<file path="src/rtl/move_input_conditioner.sv">
// move_input_conditioner
//   Front-end for the tic-tac-toe game FSM. Synchronizes and debounces the
//   select and game-reset push-buttons, stabilizes the 9-bit square switch
//   bus, and turns a select press into a single-cycle move strobe (or an
//   invalid-selection strobe when the switches are not exactly one-hot).
//
// Ports
//   MAX10_CLK1_50  in   system clock (50 MHz)
//   rst            in   synchronous, active-low reset
//   key_select_n   in   raw select button, active-low, asynchronous
//   key_reset_n    in   raw game-reset button, active-low, asynchronous
//   sw[8:0]        in   raw square switches, bit i = square i (row-major)
//   move_valid     out  1-cycle pulse, accepted move
//   move_idx[3:0]  out  square index of the last accepted move (0..8)
//   move_onehot    out  one-hot pattern of the last accepted move
//   game_reset     out  1-cycle pulse on debounced reset-button press
//   invalid_sel    out  1-cycle pulse, select pressed with non-one-hot sw
//   sel_busy       out  high from an accepted select press until release

// Per-key synchronizer + debouncer. Level output starts released (1).
module move_input_conditioner_db #(
  parameter int DEBOUNCE_CYCLES = 500000,
  parameter int SYNC_STAGES     = 2
) (
  input  logic MAX10_CLK1_50,
  input  logic rst,
  input  logic i_en,
  input  logic i_raw,
  output logic o_level
);
  localparam int CW = $clog2(DEBOUNCE_CYCLES + 1);

  logic [SYNC_STAGES-1:0] r_sync;
  logic [CW-1:0]          r_cnt;
  logic                   r_level;
  logic                   w_sync;

  // Synchronizer flops are deliberately left out of reset.
  always_ff @(posedge MAX10_CLK1_50)
    r_sync <= {r_sync[SYNC_STAGES-2:0], i_raw};

  assign w_sync = r_sync[SYNC_STAGES-1];

  // The counter holds the number of consecutive differing samples already
  // seen; the D-th differing sample flips the level, so it never needs to
  // exceed D-1 and cannot wrap.
  always_ff @(posedge MAX10_CLK1_50) begin
    if (!rst) begin
      r_level <= 1'b1;
      r_cnt   <= '0;
    end else if (!i_en || (w_sync == r_level)) begin
      r_cnt   <= '0;
    end else if (r_cnt == CW'(DEBOUNCE_CYCLES - 1)) begin
      r_level <= w_sync;
      r_cnt   <= '0;
    end else begin
      r_cnt   <= r_cnt + CW'(1);
    end
  end

  assign o_level = r_level;
endmodule

module move_input_conditioner #(
  parameter int DEBOUNCE_CYCLES = 500000,
  parameter int SYNC_STAGES     = 2
) (
  input  logic       MAX10_CLK1_50,
  input  logic       rst,
  input  logic       key_select_n,
  input  logic       key_reset_n,
  input  logic [8:0] sw,
  output logic       move_valid,
  output logic [3:0] move_idx,
  output logic [8:0] move_onehot,
  output logic       game_reset,
  output logic       invalid_sel,
  output logic       sel_busy
);
  localparam int CW = $clog2(DEBOUNCE_CYCLES + 1);

  typedef enum logic {S_IDLE = 1'b0, S_WAIT = 1'b1} state_t;

  // ---------------------------------------------------------------------
  // Synchronizer warm-up. The synchronizers are not reset, so after rst
  // their contents may predate the reset. Button counting is held off
  // until SYNC_STAGES fresh samples have flushed through, which keeps the
  // press latency identical whether the key moved before or after reset.
  // ---------------------------------------------------------------------
  logic [SYNC_STAGES-1:0] r_warm;
  logic                   w_warm;

  always_ff @(posedge MAX10_CLK1_50) begin
    if (!rst) r_warm <= '0;
    else      r_warm <= {r_warm[SYNC_STAGES-2:0], 1'b1};
  end

  assign w_warm = r_warm[SYNC_STAGES-1];

  // ---------------------------------------------------------------------
  // Buttons: [0] = select, [1] = game reset
  // ---------------------------------------------------------------------
  logic [1:0] w_key_raw;
  logic [1:0] w_key_lvl;
  logic [1:0] r_key_lvl_d;
  logic [1:0] w_key_press;

  assign w_key_raw = {key_reset_n, key_select_n};

  for (genvar k = 0; k < 2; k++) begin : g_key
    move_input_conditioner_db #(
      .DEBOUNCE_CYCLES(DEBOUNCE_CYCLES),
      .SYNC_STAGES    (SYNC_STAGES)
    ) u_db (
      .MAX10_CLK1_50(MAX10_CLK1_50),
      .rst          (rst),
      .i_en         (w_warm),
      .i_raw        (w_key_raw[k]),
      .o_level      (w_key_lvl[k])
    );
  end

  // Registered copy of the debounced levels; a press is a 1->0 step.
  always_ff @(posedge MAX10_CLK1_50) begin
    if (!rst) r_key_lvl_d <= 2'b11;
    else      r_key_lvl_d <= w_key_lvl;
  end

  assign w_key_press = r_key_lvl_d & ~w_key_lvl;

  // ---------------------------------------------------------------------
  // Switch stabilizer. The sync pipeline and the last-sample register run
  // free (no reset), so a switch pattern held through rst is accepted
  // again DEBOUNCE_CYCLES cycles after release -- before a held select
  // key can produce its press.
  // ---------------------------------------------------------------------
  logic [SYNC_STAGES-1:0][8:0] r_sw_sync;
  logic [8:0]                  w_sw_sync;
  logic [8:0]                  r_sw_last;
  logic [8:0]                  r_sw_stable;
  logic [CW-1:0]               r_sw_cnt;

  always_ff @(posedge MAX10_CLK1_50) begin
    r_sw_sync <= {r_sw_sync[SYNC_STAGES-2:0], sw};
    r_sw_last <= w_sw_sync;
  end

  assign w_sw_sync = r_sw_sync[SYNC_STAGES-1];

  // r_sw_cnt counts consecutive unchanged samples and saturates at
  // DEBOUNCE_CYCLES; from the D-th one on, the sample is loaded.
  always_ff @(posedge MAX10_CLK1_50) begin
    if (!rst) begin
      r_sw_stable <= '0;
      r_sw_cnt    <= '0;
    end else if (w_sw_sync != r_sw_last) begin
      r_sw_cnt    <= '0;
    end else begin
      if (r_sw_cnt >= CW'(DEBOUNCE_CYCLES - 1))
        r_sw_stable <= w_sw_sync;
      if (r_sw_cnt != CW'(DEBOUNCE_CYCLES))
        r_sw_cnt <= r_sw_cnt + CW'(1);
    end
  end

  // Index of the set bit; only meaningful when r_sw_stable is one-hot.
  logic [3:0] w_idx;
  logic       w_onehot;

  always_comb begin
    w_idx = '0;
    for (int i = 0; i < 9; i++)
      if (r_sw_stable[i]) w_idx = 4'(i);
  end

  assign w_onehot = $onehot(r_sw_stable);

  // ---------------------------------------------------------------------
  // Select FSM
  // ---------------------------------------------------------------------
  state_t r_state, w_state_nxt;
  logic   w_move, w_invalid;

  always_ff @(posedge MAX10_CLK1_50) begin
    if (!rst) r_state <= S_IDLE;
    else      r_state <= w_state_nxt;
  end

  // A reset press in the same cycle swallows the select strobe, but the
  // select press is still consumed so its release is awaited.
  always_comb begin
    w_state_nxt = r_state;
    w_move      = 1'b0;
    w_invalid   = 1'b0;
    case (r_state)
      S_IDLE: begin
        if (w_key_press[0]) begin
          w_state_nxt = S_WAIT;
          if (!w_key_press[1]) begin
            w_move    = w_onehot;
            w_invalid = ~w_onehot;
          end
        end
      end
      S_WAIT: begin
        if (w_key_lvl[0]) w_state_nxt = S_IDLE;
      end
      default: w_state_nxt = S_IDLE;
    endcase
  end

  // ---------------------------------------------------------------------
  // Output registers
  // ---------------------------------------------------------------------
  logic       r_move_valid, r_game_reset, r_invalid_sel;
  logic [3:0] r_move_idx;
  logic [8:0] r_move_onehot;

  always_ff @(posedge MAX10_CLK1_50) begin
    if (!rst) begin
      r_move_valid  <= 1'b0;
      r_game_reset  <= 1'b0;
      r_invalid_sel <= 1'b0;
      r_move_idx    <= '0;
      r_move_onehot <= '0;
    end else begin
      r_move_valid  <= w_move;
      r_game_reset  <= w_key_press[1];
      r_invalid_sel <= w_invalid;
      if (w_move) begin
        r_move_idx    <= w_idx;
        r_move_onehot <= r_sw_stable;
      end
    end
  end

  assign move_valid  = r_move_valid;
  assign move_idx    = r_move_idx;
  assign move_onehot = r_move_onehot;
  assign game_reset  = r_game_reset;
  assign invalid_sel = r_invalid_sel;
  assign sel_busy    = (r_state == S_WAIT);
endmodule

</file>
<file path="config.mk">
export PLATFORM = sky130hd
export DESIGN_NAME = move_input_conditioner
export DESIGN_NICKNAME = d
export VERILOG_FILES = /design/src/rtl/move_input_conditioner.sv
export SDC_FILE = /design/constraint.sdc
export NUM_CORES = 1
export LEC_CHECK = 0
export ABC_AREA = 0
export BUFFER_PORTS_ARGS = -buffer_cell sky130_fd_sc_hd__buf_2
export CAP_MARGIN = 20
export CORE_ASPECT_RATIO = 1.5
export CORE_MARGIN = 2
export CORE_UTILIZATION = 50
export DETAILED_ROUTE_END_ITERATION = 12
export PLACE_DENSITY_LB_ADDON = 0.3
export SLEW_MARGIN = 15
export SYNTH_ARGS = -nofsm -noshare
export SYNTH_HDL_FRONTEND = slang
export SYNTH_HIERARCHICAL = 1
export SYNTH_SLANG_ARGS = --single-unit
</file>
<file path="constraint.sdc">
create_clock -name MAX10_CLK1_50 -period 5.05 [get_ports MAX10_CLK1_50]
set_input_delay 0.2525 -clock MAX10_CLK1_50 [delete_from_list [all_inputs] [get_ports MAX10_CLK1_50]]
set_output_delay 0.2525 -clock MAX10_CLK1_50 [all_outputs]
set_load 0.02 [all_outputs]
</file>
==> results.txt <==
RSZ-0062 raised after global routing - no
GR Util All Layers - 17.65%
Startpoint Class - register
Hold Crit Class - reg2reg
crit path max fanout - 14
Critical R2R Capture - move_onehot[6]
WP buf/inv - 4
Core Util, Final - 59.59%
CP Data Arrival Time - 4.06 ns
Overflow after GRT - 0
mean routed wirelength per cell - 13.36 µm
CP max stage cell - fa_1
crit-path most repeated cell - fa_1
Data required, critical path - 5.34 ns
Synth Register Bits - 119
Cell Count Post-Placement - 630
Worst-Margin Slew - 0.6646 ns
final hold viol count - 0
port bufs - 29
Routed WL - 8.966 mm
Setup TNS - 0 ns
Cell Rows - 44
share of cells above drive strength 1 - 14.21%
vias in the first global route - 3,270
number of buffers created by CTS - 17
Die X - 84.54 µm
initial antenna violation count - 0
fillers - 854
VDD IR-drop max - 298.3 µV
r2r setup slk - 1.29 ns
Synth Cell Area - 4865 µm²
Seq/Total Area, Yosys - 48.97%
Starting Density - 50.78%
Syn Inst Count - 496
final worst-path cycle share - 74.53%
Hold Path Sink - w_sw_sync[3]
Synth Warn # - 6
Async SR Flop Fraction - 0%
Setup crit end kind - register
Die Area - 10,550 µm²
Area contributors post-synth - dfxtp_1 49%, xnor2_1 5.4%, nor2_1 4.8%, mux2i_1 4.3%, xor2_1 4.3%
core area - 9579 µm²
Post-CTS Resized - 0
CTS H-tree lvls - 4
mean area per synthesized cell - 9.808 µm²
Reg2Reg Depth - 14
Clock Skews - 0.007279 ns
top cells by count, synth - 119 x dfxtp_1, 62 x nor2_1, 41 x nand2_1, 35 x inv_1, 30 x xnor2_1
Area after DPL - 5077 µm²
Max Slew Vio Count - 0
largest net degree at the start of global routing - 42
Via density - 5.210
DR iter-0 viols - 84
commonest register cell after synthesis - dfxtp_1
outcome - complete, no violations
Setup CP Type - reg2reg
post-route cell area - 5708 µm²
CTS clk-pin slew, worst paths - 0.05 ns
final net count - 569
leading area contributor after synthesis - dfxtp_1
global-route wire length before repair - 14.90 mm
total number of vias - 3,496
Crit Reg-Reg Startpoint - r_sw_stable[0]
Hold Crit Depth - 0
Relative slew margins - 55.69%
Yosys top cell area share - 48.97%
Post-synth EDFFs - 0
Setup Fix Bufs, Post-CTS - 0
critical path cell sequence - inv_1 -> fa_1 -> fa_1 -> fa_1 -> inv_1 -> fa_1 -> inv_1 -> fa_1 -> nor2b_1 -> a21oi_1 -> nor4_4 -> buf_4 -> mux2i_1 -> nor2b_1
DRC - 0
clk_lat worst skew - 0.41 ns
Clock Sinks - 119
Antenna Cells - 0
clk buf depth - 2
fin cells - 671
syn_nets - 520
most frequent cell after synthesis - dfxtp_1
Netlist cell types - 52
slowest cell delay on critical path - 0.55 ns
GP Congestion - 0.7696
post-route ant nets - 0
first drt pass iteration count - 4
Clock Tree Root - clkbuf_16
PD cells - 358.8 nW/µm²
crit-path leading delay family - adder cells
hpwl dp - 6.172 mm
Hold Crit Start - r_sw_sync[3]
final-report setup violation count - 0
max-cap violations - 0
CTS tree - yes
P&R area growth vs syn - 17.34%
Min Clock Period, post-route - 3.764 ns
fmax - 265.7 MHz
Die Ht - 124.8 µm
number of top-level pins - 30
Hold Slack - 0.3248 ns
CTS Hold Bufs - 11
leak pwr - 1.999 nW
-- flip-flops by register name, indices dropped and copies added, names as in the netlist --
name,cells
g_key.u_db/o_level,2
g_key.u_db/r_cnt,38
g_key.u_db/r_sync,4
game_reset,1
invalid_sel,1
move_idx,4
move_onehot,8
move_valid,1
r_key_lvl_d,2
r_sw_cnt,19
r_sw_last,9
r_sw_stable,9
r_sw_sync,9
r_warm,2
sel_busy,1
w_sw_sync,9
-- cell usage in the layout (no fill, tap or decap), types with 3 or more instances in the layout --
master	Yosys	layout
a21oi_1	14	14
and2_1	4	4
and3_2	3	3
buf_2	2	29
clkbuf_1	2	3
clkbuf_16	0	17
clkinv_2	0	6
dfxtp_1	119	119
dlygate4sd3_1	1	11
fa_1	5	5
ha_1	6	6
inv_1	35	35
mux2i_1	21	21
nand2_1	41	41
nand2b_1	3	3
nand3_1	18	18
nand4_1	15	15
nand4_2	4	4
nor2_1	62	62
nor2b_1	13	13
nor3_1	11	11
nor4_1	12	12
nor4_2	4	3
o31ai_1	4	4
xnor2_1	30	30
xor2_1	24	24
-- kinds of logic (layout without fill, tap and decap cells) --
family	count (synthesis)	in the layout	share of synthesized area (%)
multiplexers	21	21	4.321
buffers and inverters	47	107	4.758
AO/OA/AOI/OAI	34	34	5.453
flip-flops	119	119	48.97
AND/OR/NAND/NOR	210	210	23.17
adder cells (fa/ha/maj)	11	11	3.601
XOR/XNOR	54	54	9.722
-- how the worst max path moves through the flow --
stage | startpoint | end | slack, ns | cells after the start
6_report | r_sw_stable[0] | move_onehot[6] | 1.29 | 14
3_3_place_gp | r_sw_stable[0] | move_onehot[1] | 1.43 | 14
2_1_floorplan | r_sw_stable[0] | move_idx[1] | 1.19 | 14
3_5_place_dp | r_sw_stable[0] | move_idx[2] | 1.31 | 14
5_1_grt | r_sw_stable[0] | move_onehot[6] | 1.12 | 14
4_1_cts | r_sw_stable[0] | move_onehot[6] | 1.30 | 14
-- through the flow --
| step | setup slack, ns | total power, mW |
|---|---|---|
| detailed placement | 1.311 | 1.008 |
| global route | 1.120 | 2.114 |
| CTS | 1.302 | 2.073 |
| floorplan | 1.188 | 0.9987 |
| finish | 1.286 | 2.048 |
| global placement | 1.431 | 1.007 |
-- worst register-to-register path: stages, from the launching register on --
cell	delay, ns
dfxtp_1	0.35
inv_1	0.07
fa_1	0.55
fa_1	0.43
fa_1	0.48
inv_1	0.05
fa_1	0.37
inv_1	0.08
fa_1	0.18
nor2b_1	0.14
a21oi_1	0.09
nor4_4	0.27
buf_4	0.28
mux2i_1	0.27
nor2b_1	0.06
-- where the power goes --
| part | total, mW | internal (mW) | switching, mW |
|---|---|---|---|
| sequential | 0.964 | 0.955 | 0.00895 |
| clock | 1.05 | 0.663 | 0.391 |
| combinational | 0.0304 | 0.0164 | 0.0140 |
-- cell type report --
cell class / count / area (µm²) / share of cell area, %
multi-input cells: 330 / 2260 / 39.59
clock inverters: 10 / 83.83 / 1.469
repair buffers: 42 / 270.3 / 4.735
well taps: 115 / 143.9 / 2.521
clock buffers: 20 / 436.7 / 7.650
flip-flops and latches: 119 / 2382 / 41.74
inverters: 35 / 131.4 / 2.302
-- layer usage --
layer  part of all wire (%)  wire (µm)  up-vias  global-route usage [%]
met1                     42       3732     1651                   19.41
met2                     54       4822       53                   30.34
met3                    3.4        308       12                   6.362
met4                    1.1        103        0                   7.376
met5                      0          0        -                       0
li1                       -          -     1780                       -
Power figures use the tool's default switching activity.
